==> config.mk <==
export PLATFORM = sky130hd
export DESIGN_NAME = low_freq_generator
export DESIGN_NICKNAME = d
export VERILOG_FILES = /design/src/rtl/low_freq_gen_pkg.sv /design/src/rtl/low_freq_generator_square_wave_gen.sv /design/src/rtl/low_freq_generator.sv
export SDC_FILE = /design/constraint.sdc
export NUM_CORES = 1
export LEC_CHECK = 0
export BUFFER_PORTS_ARGS = -buffer_cell sky130_fd_sc_hd__buf_4
export CORE_MARGIN = 4
export CORE_UTILIZATION = 55
export CTS_BUF_LIST = sky130_fd_sc_hd__clkbuf_4
export CTS_CLUSTER_SIZE = 8
export DETAILED_ROUTE_END_ITERATION = 6
export HOLD_SLACK_MARGIN = 0.06
export PLACE_DENSITY = 0.72
export SKIP_CTS_REPAIR_TIMING = 1
export SYNTH_ARGS = -nofsm -noshare
export SYNTH_HDL_FRONTEND = slang
export SYNTH_SLANG_ARGS = --single-unit
export TNS_END_PERCENT = 50
==> constraint.sdc <==
create_clock -name clk -period 5.22 [get_ports clk]
set_clock_uncertainty 0.1 [all_clocks]
set_input_delay 0.522 -clock clk [delete_from_list [all_inputs] [get_ports clk]]
set_output_delay 0.522 -clock clk [all_outputs]
set_load 0.05 [all_outputs]
==> src/rtl/low_freq_gen_pkg.sv <==
`default_nettype none
//==============================================================================
// Package  : low_freq_gen_pkg
// Brief    : Shared types and constants for the low-frequency square-wave source.
// Revision : 1.0 - initial release
//==============================================================================
package low_freq_gen_pkg;

    localparam int BCD_DIGITS = 4;
    localparam int FREQ_WIDTH = 14;
    localparam int MAX_FREQ   = 9999;

    typedef enum logic [2:0] {
        IDLE    = 3'd0,
        CONVERT = 3'd1,
        CHECK   = 3'd2,
        DIVIDE  = 3'd3,
        LOAD    = 3'd4
    } state_type;

    // True when every nibble of the request is a legal decimal digit.
    function automatic logic bcd_valid(input logic [4*BCD_DIGITS-1:0] bcd);
        logic ok;
        ok = 1'b1;
        for (int i = 0; i < BCD_DIGITS; i++) begin
            if (bcd[4*i +: 4] > 4'd9) begin
                ok = 1'b0;
            end
        end
        return ok;
    endfunction

endpackage
`default_nettype wire

==> src/rtl/low_freq_generator_square_wave_gen.sv <==
`default_nettype none
//==============================================================================
// Module   : square_wave_gen
// Brief    : Half-period counter and toggle; new periods apply at half-cycle ends.
// Revision : 1.0 - initial release
//==============================================================================
module square_wave_gen #(
    parameter int COUNT_WIDTH = 27
) (
    input  logic                   clk,
    input  logic                   reset,
    input  logic                   i_load,
    input  logic [COUNT_WIDTH-1:0] i_half,
    input  logic                   i_stop,
    output logic                   o_running,
    output logic                   o_wave
);

    localparam logic [COUNT_WIDTH-1:0] c_ONE = COUNT_WIDTH'(1);

    logic [COUNT_WIDTH-1:0] r_cnt;
    logic [COUNT_WIDTH-1:0] r_half;
    logic [COUNT_WIDTH-1:0] r_pending;
    logic                   r_running;
    logic                   r_wave;
    logic                   w_last;

    assign w_last = (r_cnt == r_half - c_ONE);

    always_ff @(posedge clk or posedge reset) begin
        if (reset) begin
            r_cnt     <= '0;
            r_half    <= '0;
            r_pending <= '0;
            r_running <= 1'b0;
            r_wave    <= 1'b0;
        end else if (i_stop) begin
            r_cnt     <= '0;
            r_running <= 1'b0;
            r_wave    <= 1'b0;
        end else begin
            if (i_load) begin
                r_pending <= i_half;
            end
            if (r_running) begin
                // A load coinciding with a toggle is picked up immediately.
                if (w_last) begin
                    r_wave <= ~r_wave;
                    r_cnt  <= '0;
                    r_half <= i_load ? i_half : r_pending;
                end else begin
                    r_cnt <= r_cnt + c_ONE;
                end
            end else if (i_load) begin
                r_running <= 1'b1;
                r_half    <= i_half;
                r_cnt     <= '0;
                r_wave    <= 1'b0;
            end
        end
    end

    assign o_running = r_running;
    assign o_wave    = r_wave;

endmodule
`default_nettype wire

==> src/rtl/low_freq_generator.sv <==
`default_nettype none
//==============================================================================
// Module   : low_freq_generator
// Brief    : BCD frequency request -> half-period divider -> square-wave output.
// Revision : 1.0 - initial release
//==============================================================================
module low_freq_generator
    import low_freq_gen_pkg::*;
#(
    parameter int CLK_FREQ_HZ = 100_000_000,
    parameter int COUNT_WIDTH = 27
) (
    input  logic        clk,
    input  logic        reset,
    input  logic        start,
    input  logic        stop,
    input  logic [15:0] bcd_in,
    output logic        busy,
    output logic        done,
    output logic        error,
    output logic        running,
    output logic        wave_out
);

    localparam logic [COUNT_WIDTH-1:0] c_DIVIDEND = COUNT_WIDTH'(CLK_FREQ_HZ / 2);
    localparam int                     c_REM_W    = FREQ_WIDTH + 1;
    localparam int                     c_DCNT_W   = $clog2(COUNT_WIDTH);
    localparam logic [c_DCNT_W-1:0]    c_DCNT_END = c_DCNT_W'(COUNT_WIDTH - 1);
    localparam logic [1:0]             c_DIG_END  = 2'(BCD_DIGITS - 1);

    state_type               r_state;
    state_type               w_state_next;
    logic [15:0]             r_bcd;
    logic [FREQ_WIDTH-1:0]   r_acc;
    logic [1:0]              r_digit_idx;
    logic [c_REM_W-1:0]      r_rem;
    logic [COUNT_WIDTH-1:0]  r_dvd;
    logic [COUNT_WIDTH-1:0]  r_quot;
    logic [c_DCNT_W-1:0]     r_div_cnt;

    logic [3:0]              w_digit;
    logic [FREQ_WIDTH-1:0]   w_acc_next;
    logic [c_REM_W:0]        w_rem_shift;
    logic [c_REM_W:0]        w_rem_sub;
    logic                    w_qbit;
    logic                    w_done;
    logic                    w_error;
    logic                    w_load;

    // Digits are consumed most-significant first.
    assign w_digit    = r_bcd[4*(BCD_DIGITS-1-int'(r_digit_idx)) +: 4];
    assign w_acc_next = {r_acc[FREQ_WIDTH-4:0], 3'b000}
                      + {r_acc[FREQ_WIDTH-2:0], 1'b0}
                      + {{(FREQ_WIDTH-4){1'b0}}, w_digit};

    // Restoring division step: shift in the next dividend bit, subtract if it fits.
    assign w_rem_shift = {r_rem, r_dvd[COUNT_WIDTH-1]};
    assign w_rem_sub   = w_rem_shift - {{(c_REM_W-FREQ_WIDTH+1){1'b0}}, r_acc};
    assign w_qbit      = (w_rem_shift >= {{(c_REM_W-FREQ_WIDTH+1){1'b0}}, r_acc});

    always_ff @(posedge clk or posedge reset) begin
        if (reset) begin
            r_state <= IDLE;
        end else begin
            r_state <= w_state_next;
        end
    end

    always_comb begin
        w_state_next = r_state;
        w_done       = 1'b0;
        w_error      = 1'b0;
        w_load       = 1'b0;
        if (stop) begin
            w_state_next = IDLE;
        end else begin
            case (r_state)
                IDLE: begin
                    if (start) begin
                        w_state_next = CONVERT;
                    end
                end
                CONVERT: begin
                    if (r_digit_idx == c_DIG_END) begin
                        w_state_next = CHECK;
                    end
                end
                CHECK: begin
                    if (!bcd_valid(r_bcd) || (r_acc == '0)) begin
                        w_error      = 1'b1;
                        w_state_next = IDLE;
                    end else begin
                        w_state_next = DIVIDE;
                    end
                end
                DIVIDE: begin
                    if (r_div_cnt == c_DCNT_END) begin
                        w_state_next = LOAD;
                    end
                end
                LOAD: begin
                    w_done       = 1'b1;
                    w_load       = 1'b1;
                    w_state_next = IDLE;
                end
                default: begin
                    w_state_next = IDLE;
                end
            endcase
        end
    end

    always_ff @(posedge clk or posedge reset) begin
        if (reset) begin
            r_bcd       <= '0;
            r_acc       <= '0;
            r_digit_idx <= '0;
            r_rem       <= '0;
            r_dvd       <= '0;
            r_quot      <= '0;
            r_div_cnt   <= '0;
        end else begin
            case (r_state)
                IDLE: begin
                    if (start && !stop) begin
                        r_bcd       <= bcd_in;
                        r_acc       <= '0;
                        r_digit_idx <= '0;
                    end
                end
                CONVERT: begin
                    r_acc       <= w_acc_next;
                    r_digit_idx <= r_digit_idx + 2'd1;
                end
                CHECK: begin
                    r_rem     <= '0;
                    r_dvd     <= c_DIVIDEND;
                    r_quot    <= '0;
                    r_div_cnt <= '0;
                end
                DIVIDE: begin
                    r_rem     <= w_qbit ? c_REM_W'(w_rem_sub) : c_REM_W'(w_rem_shift);
                    r_dvd     <= {r_dvd[COUNT_WIDTH-2:0], 1'b0};
                    r_quot    <= {r_quot[COUNT_WIDTH-2:0], w_qbit};
                    r_div_cnt <= r_div_cnt + c_DCNT_W'(1);
                end
                default: begin
                end
            endcase
        end
    end

    square_wave_gen #(
        .COUNT_WIDTH (COUNT_WIDTH)
    ) u_wave (
        .clk       (clk),
        .reset     (reset),
        .i_load    (w_load),
        .i_half    (r_quot),
        .i_stop    (stop),
        .o_running (running),
        .o_wave    (wave_out)
    );

    assign busy  = (r_state != IDLE);
    assign done  = w_done;
    assign error = w_error;

endmodule
`default_nettype wire

# == After elaboration in Yosys (flattened, before gate mapping) ==
# Index checks and enable logic that the tools add are counted.
# op_classes
muxes,41
shift,1
eq_ne,13
n_reduce_logical,16
bitwise_logic,2
magnitude_cmp,5
add_sub_neg,8
# ops
operator,n
2-to-1 mux 27 bit,8
one-hot mux 27 bit (2 select lines),2
one-hot mux 15 bit (2 select lines),1
one-hot mux 14 bit (2 select lines),1
"adder 27 x 1 -> 27 bit, second input constant",1
equality test 27 bit,1
"subtractor 27 x 1 -> 27 bit, second input constant",1
2-to-1 mux 1 bit,18
>= comparator 16 x 14 -> 1 bit,1
"greater-than comparator 4 bit, second input constant",4
variable part select 16 x 5 -> 4 bit,1
2-to-1 mux 15 bit,1
subtractor 15 x 14 -> 15 bit,1
adder 14 bit,1
adder 14 x 4 -> 14 bit,1
zero test 14 bit,1
2-to-1 mux 14 bit,1
2-to-1 mux 3 bit,4
"!= test 3 bit, second input constant",4
one-hot mux 3 bit (4 select lines),1
one-hot mux 5 bit (2 select lines),1
"equality test 3 x 2 -> 1 bit, second input constant",2
AND reduction 2 bit,3
AND reduction 3 bit,2
17 further kinds,24
# word_totals
wordCells,99
out_inout_bits,5
regBits,192

# == Longest topological paths before layout ==
# depth
word_depth,12
mapped_depth,14
mapped_depth_nobuf,14

# == Modules after synthesis ==
# Synthesis repeated with hierarchy kept, for this count alone.
# unflattened
hier_cells,1053
area_unflattened_um2,10652.7
# modules_own_cells
module,cells_each,instances,area_each_um2,seq_area_each_um2
low_freq_generator,612,1,5763.0,2552.4
square_wave_gen,441,1,4889.7,2077.0

# == Worst setup path before layout ==
# No wires, ideal clock.
# synth_timing
path_kind,register to register
startpoint,register r_digit_idx[1]
endpoint,register r_acc[13]
path_slack_ns,1.756
t_arrival_ns,3.229
setup_time_ns,0.135
period_less_slack_ns,3.464
t_required_ns,4.985
stages_incl_launch_ff,13
path_cell_list,dfrtp_1 mux4_2 fa_1 ha_1 a21o_1 a21o_1 a21o_1 a31o_2 a211oi_1 o21bai_1 a21oi_1 xnor2_1 o21ai_0
# synth_via
elab_chain_len,4
# synth_lines
element,line_no,source
start: declaration,low_freq_generator.sv:35,logic [1:0] r_digit_idx;
start signal: assignment,low_freq_generator.sv:133,r_digit_idx <= r_digit_idx + 2'd1;
subtractor 2 x 2 -> 3 bit,low_freq_generator.sv:51,assign w_digit = r_bcd[4*(BCD_DIGITS-1-int'(r_digit_idx)) +: 4];
variable part select 16 x 5 -> 4 bit,low_freq_generator.sv:51,
adder 14 x 4 -> 14 bit,low_freq_generator.sv:54,"+ {{(FREQ_WIDTH-4){1'b0}}, w_digit};"
one-hot mux 14 bit (2 select lines),low_freq_generator.sv:123,case (r_state)
end signal: assignment,low_freq_generator.sv:132,r_acc <= w_acc_next;
end: declaration,low_freq_generator.sv:34,logic [FREQ_WIDTH-1:0] r_acc;
# Every way passes these cells.
# A chain may end at the register's enable or synchronous reset.

# == Worst setup path after layout ==
# layout_timing
startpoint,register u_wave.r_half[0]
endpoint,register u_wave.r_cnt[20]
# layout_via
elab_chain_len,5
# layout_lines
element,line_no,source
start: declaration,low_freq_generator_square_wave_gen.sv:22,logic [COUNT_WIDTH-1:0] r_half;
start signal: assignment,low_freq_generator_square_wave_gen.sv:50,r_half <= i_load ? i_half : r_pending;
start signal: assignment,low_freq_generator_square_wave_gen.sv:56,r_half <= i_half;
subtractor 27 x 1 -> 27 bit,low_freq_generator_square_wave_gen.sv:28,assign w_last = (r_cnt == r_half - c_ONE);
equality test 27 bit,low_freq_generator_square_wave_gen.sv:28,
2-to-1 mux 27 bit,low_freq_generator_square_wave_gen.sv:47,if (w_last) begin
2-to-1 mux 27 bit,low_freq_generator_square_wave_gen.sv:45,if (r_running) begin
2-to-1 mux 27 bit,low_freq_generator_square_wave_gen.sv:37,end else if (i_stop) begin
end signal: assignment,low_freq_generator_square_wave_gen.sv:52,r_cnt <= r_cnt + c_ONE;
end: declaration,low_freq_generator_square_wave_gen.sv:21,logic [COUNT_WIDTH-1:0] r_cnt;
# Every way passes these cells.

==> run summary <==
DRT
--------------------------------------------------------------------------------------------------
Highest metal layer with signal wires                                                         met4
Per-cell routed wire length                                                           16.3 microns
Pre-Repair DR Iteration Count                                                                    5
DRT Wirelength                                                                        23,300 microns
Drt drc                                                                                          0
Vias per inst                                                                                 5.83
Routed met3 length                                                                     953 microns
Total via count in the routed design                                                         8,309
Detail Route met2 WL                                                                  10,500 microns
Number of nets with antenna violations after detailed routing                                    0
Iteration-0 DRC Markers                                                                        485
Met1 routed wirelength after detailed routing                                         11,600 microns

TIMING
--------------------------------------------------------------------------------------------------
Final critical-path share of the clock period                                                75.3%
Achievable clock frequency                                                               0.254 GHz
Final critical-path required period                                                        3.93 ns
Final-report setup violation count                                                               0
Worst slack on hold paths                                                               -0.0286 ns
Slew at the pin closest to its max-slew limit                                              1.15 ns
Unrepaired setup endpoints after global routing                                                 no
Slew Limit Fails                                                                                 0
Final Worst Setup Slack                                                                    1.29 ns
Total negative setup slack                                                                    0 ns
Relative slew slack                                                                          23.3%
Hold Violations, Final                                                                           7

CTS
--------------------------------------------------------------------------------------------------
Insertion delay of the later-clocked pin in the worst-skew pair                            0.59 ns
CTS Buf Count                                                                                   17
Clock transition time at the flip-flop clock pins of the worst setup and hold paths        0.19 ns
CTS H-Tree Depth                                                                                 4
CTS max path bufs                                                                                2
TritonCTS clock tree                                                                         built
Clk sink count                                                                                 185
Clk root buf                                                                          sky130_fd_sc_hd__clkbuf_4

WORST SETUP PATH
--------------------------------------------------------------------------------------------------
CP top delay family                                                                   simple AND/OR/NAND/NOR gates
Largest stage delay on the critical path                                                   0.56 ns
Type of origin of the critical path                                                      flip-flop
Worst setup slack for register-to-register paths                                           1.29 ns
Cells along the critical path                                                         inv_1 > ha_1 > nor3b_1 > nand4_1 > mux2_2 > mux2i_1 > nor4_1 > nand4_1 > a2111oi_4 > buf_4 > or2b_1 > a21oi_1
Crit path capture type                                                                   flip-flop
Worst Reg-to-Reg Cells                                                                          12
Crit-path max FO                                                                                16
Data arrival at the endpoint of the critical path                                          4.28 ns
Worst endpoint required time                                                               5.57 ns
Total buffers and inverters traversed by the critical path                                       2
Critical path's slowest cell                                                          sky130_fd_sc_hd__nor3b_1
Top cell by count, worst path                                                         sky130_fd_sc_hd__nand4_1
Worst r2r dst                                                                         u_wave.r_cnt[20]
R2R Path Start                                                                        u_wave.r_half[0]
Kind of critical path                                                                 flip-flop to flip-flop

GLOBAL ROUTE
--------------------------------------------------------------------------------------------------
Sum of overflow across all layers after global routing                                           0
Global-route usage over all layers                                                           21.9%
Via count of the first global-routing pass                                                   8,105
First-pass GRT wire length                                                            40,200 microns
Initial antenna violation count                                                                  1
Maximum number of pins on one net before global-route repair                                   186

SYNTH
--------------------------------------------------------------------------------------------------
Post-synthesis net count                                                                     1,203
Xor/xnor cell area share of the yosys netlist                                                4.62%
Multiplexer fraction of the synthesized cell area                                            7.84%
Post-Synth Simple-Gate Area                                                                  21.5%
Complex-gate fraction of the synthesized area                                                14.1%
Yosys Warn Count                                                                                 0
Count of different cell masters after synthesis                                                 67
Fraction of registers with async set/reset                                                    100%
Synth Instances                                                                              1,139
Sequential fraction of the synthesis area                                                    42.8%
Adder and majority cell fraction of the synthesized area                                     5.30%
Area of the mapped netlist                                                            10,800 sq um
Post-synth top flop                                                                   sky130_fd_sc_hd__dfrtp_1
Synth Area per Inst                                                                     9.49 sq um
Flops & latches, synth                                                                         185
EDFF count, synth                                                                                0
Dominant combinational cell family by area after synthesis                            simple AND/OR/NAND/NOR gates

FINISH
--------------------------------------------------------------------------------------------------
Post-synthesis to final-layout area growth                                                   8.16%
Fraction of final layout cells sized beyond drive strength 1                                 13.5%
Nets                                                                                         1,211

DIE
--------------------------------------------------------------------------------------------------
Die area                                                                              22,000 sq um
Floorplan die height                                                                   148 microns
Die Span X                                                                             148 microns
Ports placed on the boundary                                                                    25
Row count                                                                                       51
Area of the core                                                                      19,400 sq um
Initial core utilization                                                                     55.7%

HOLD PATH
--------------------------------------------------------------------------------------------------
Min-Delay Path Class                                                                  input pin to asynchronous set/reset pin

PLACED DESIGN
--------------------------------------------------------------------------------------------------
Final weighted congestion in routability-driven placement                                    0.958
Total half-perimeter wirelength after legalization and detailed placement             15,700 microns
PortBufs                                                                                        24
Dpl ws                                                                                     1.37 ns

PWR
--------------------------------------------------------------------------------------------------
Power density cells                                                                    350 nW/um^2
Leak                                                                                    0.00532 uW
Worst VDD drop                                                                              254 uV

OUTCOME
--------------------------------------------------------------------------------------------------
Run status                                                                            finished, violations left
Failing checks                                                                        negative hold slack

FLOW RUN
--------------------------------------------------------------------------------------------------
Max-cap violations                                                                               0

-- area by class of cell --
class	instances	area (sq um)
diodes	1	2.50
multi-input cells	852	5790
clock buffers	17	128
flip-flops and latches	185	4630
fillers	1688	7710
inverters	38	146
well taps	265	332
repair buffers	53	453
clock inverters	15	211
-- logic make-up (layout without fill, tap and decap cells) --
group                    after synthesis  after routing
flip-flops                           185            185
XOR/XNOR                              57             57
buffers and inverters                102            123
AND/OR/NAND/NOR                      449            449
other                                  0              1
multiplexers                          74             74
AO/OA/AOI/OAI                        228            228
adder cells (fa/ha/maj)               44             44
-- cell usage after synthesis, types with 32 or more instances --
| library cell | number | area share [%] |
|---|---|---|
| sky130_fd_sc_hd__clkbuf_1 | 51 | 1.8 |
| sky130_fd_sc_hd__nand3_1 | 82 | 3.8 |
| sky130_fd_sc_hd__nand2_1 | 129 | 4.5 |
| sky130_fd_sc_hd__o21ai_0 | 69 | 3.2 |
| sky130_fd_sc_hd__nor2b_1 | 32 | 1.9 |
| sky130_fd_sc_hd__dfrtp_1 | 185 | 43 |
| sky130_fd_sc_hd__a21oi_1 | 46 | 2.1 |
| sky130_fd_sc_hd__xnor2_1 | 32 | 2.6 |
| sky130_fd_sc_hd__inv_1 | 37 | 1.3 |
| sky130_fd_sc_hd__nor2_1 | 65 | 2.3 |
| sky130_fd_sc_hd__ha_1 | 41 | 4.7 |
| sky130_fd_sc_hd__mux2_2 | 45 | 4.7 |
-- registers in the layout, summed over array words and instances (netlist names) --
signal / count
r_quot: 27
u_wave.r_cnt: 27
u_wave.r_half: 27
u_wave.r_pending: 27
r_dvd: 20
r_bcd: 16
r_rem: 15
r_acc: 14
r_div_cnt: 5
r_state: 3
r_digit_idx: 2
u_wave.o_running: 1
u_wave.o_wave: 1
-- cell usage in the layout, fill, tap and decap left out, drive strengths merged, types with 14 or more instances in the layout --
| cell | Yosys | layout |
|---|---|---|
| dfrtp | 185 | 185 |
| nand2 | 129 | 129 |
| nand3 | 82 | 82 |
| o21ai | 69 | 69 |
| nor2 | 65 | 65 |
| a21oi | 46 | 46 |
| mux2 | 45 | 45 |
| inv | 37 | 44 |
| ha | 41 | 41 |
| buf | 13 | 36 |
| xnor2 | 32 | 32 |
| nor2b | 32 | 32 |
| xor2 | 25 | 25 |
| mux2i | 25 | 25 |
| a21o | 24 | 24 |
| nor3 | 23 | 23 |
| nor3b | 20 | 20 |
| or3 | 18 | 18 |
| o221a | 18 | 18 |
| clkbuf | 51 | 17 |
| dlygate4sd3 | 0 | 17 |
| nand4 | 15 | 15 |
| nand2b | 14 | 14 |
-- report_power, final --
group,leakage [uW],internal (uW),switching [uW]
clock network,0.000174,245,613
logic,0.00268,648,751
registers,0.00246,1620,221
-- routing by layer --
layer | GRT usage, % | vias up
met3 | 3.96 | 20
met4 | 5.22 | 0
li1 | - | 4089
met2 | 33.8 | 159
met1 | 32.4 | 4041
met5 | 0 | -
-- worst max path at each step --
| stage | from | to | cells past startpoint |
|---|---|---|---|
| final | u_wave.r_half[0] | u_wave.r_cnt[20] | 12 |
| after global routing | u_wave.r_half[0] | u_wave.r_cnt[24] | 12 |
| after global placement | u_wave.r_half[0] | u_wave.o_wave | 12 |
| after floorplan | r_digit_idx[1] | r_acc[13] | 12 |
| after detailed placement | u_wave.r_half[0] | u_wave.r_cnt[4] | 12 |
| after CTS | u_wave.r_half[0] | u_wave.o_wave | 12 |
-- tightest hold or removal path, cell delays in order --
cell	delay [ns]
sky130_fd_sc_hd__buf_4	0.12
sky130_fd_sc_hd__clkinvlp_4	0.07
sky130_fd_sc_hd__buf_12	0.53
-- through the flow --
step                      power, uW  std cells  cell area (sq um)  util [%]
after CTS                      4120       1408              11500      59.4
after global routing           4420       1426              11700      60.3
after floorplan                2910       1139              10800         -
after detailed placement       3250       1376              11200      57.6
after global placement         3200       1376              11200      57.6
final                          4090       1426              11700      60.3
No activity file was read; power rests on OpenSTA's default activity.
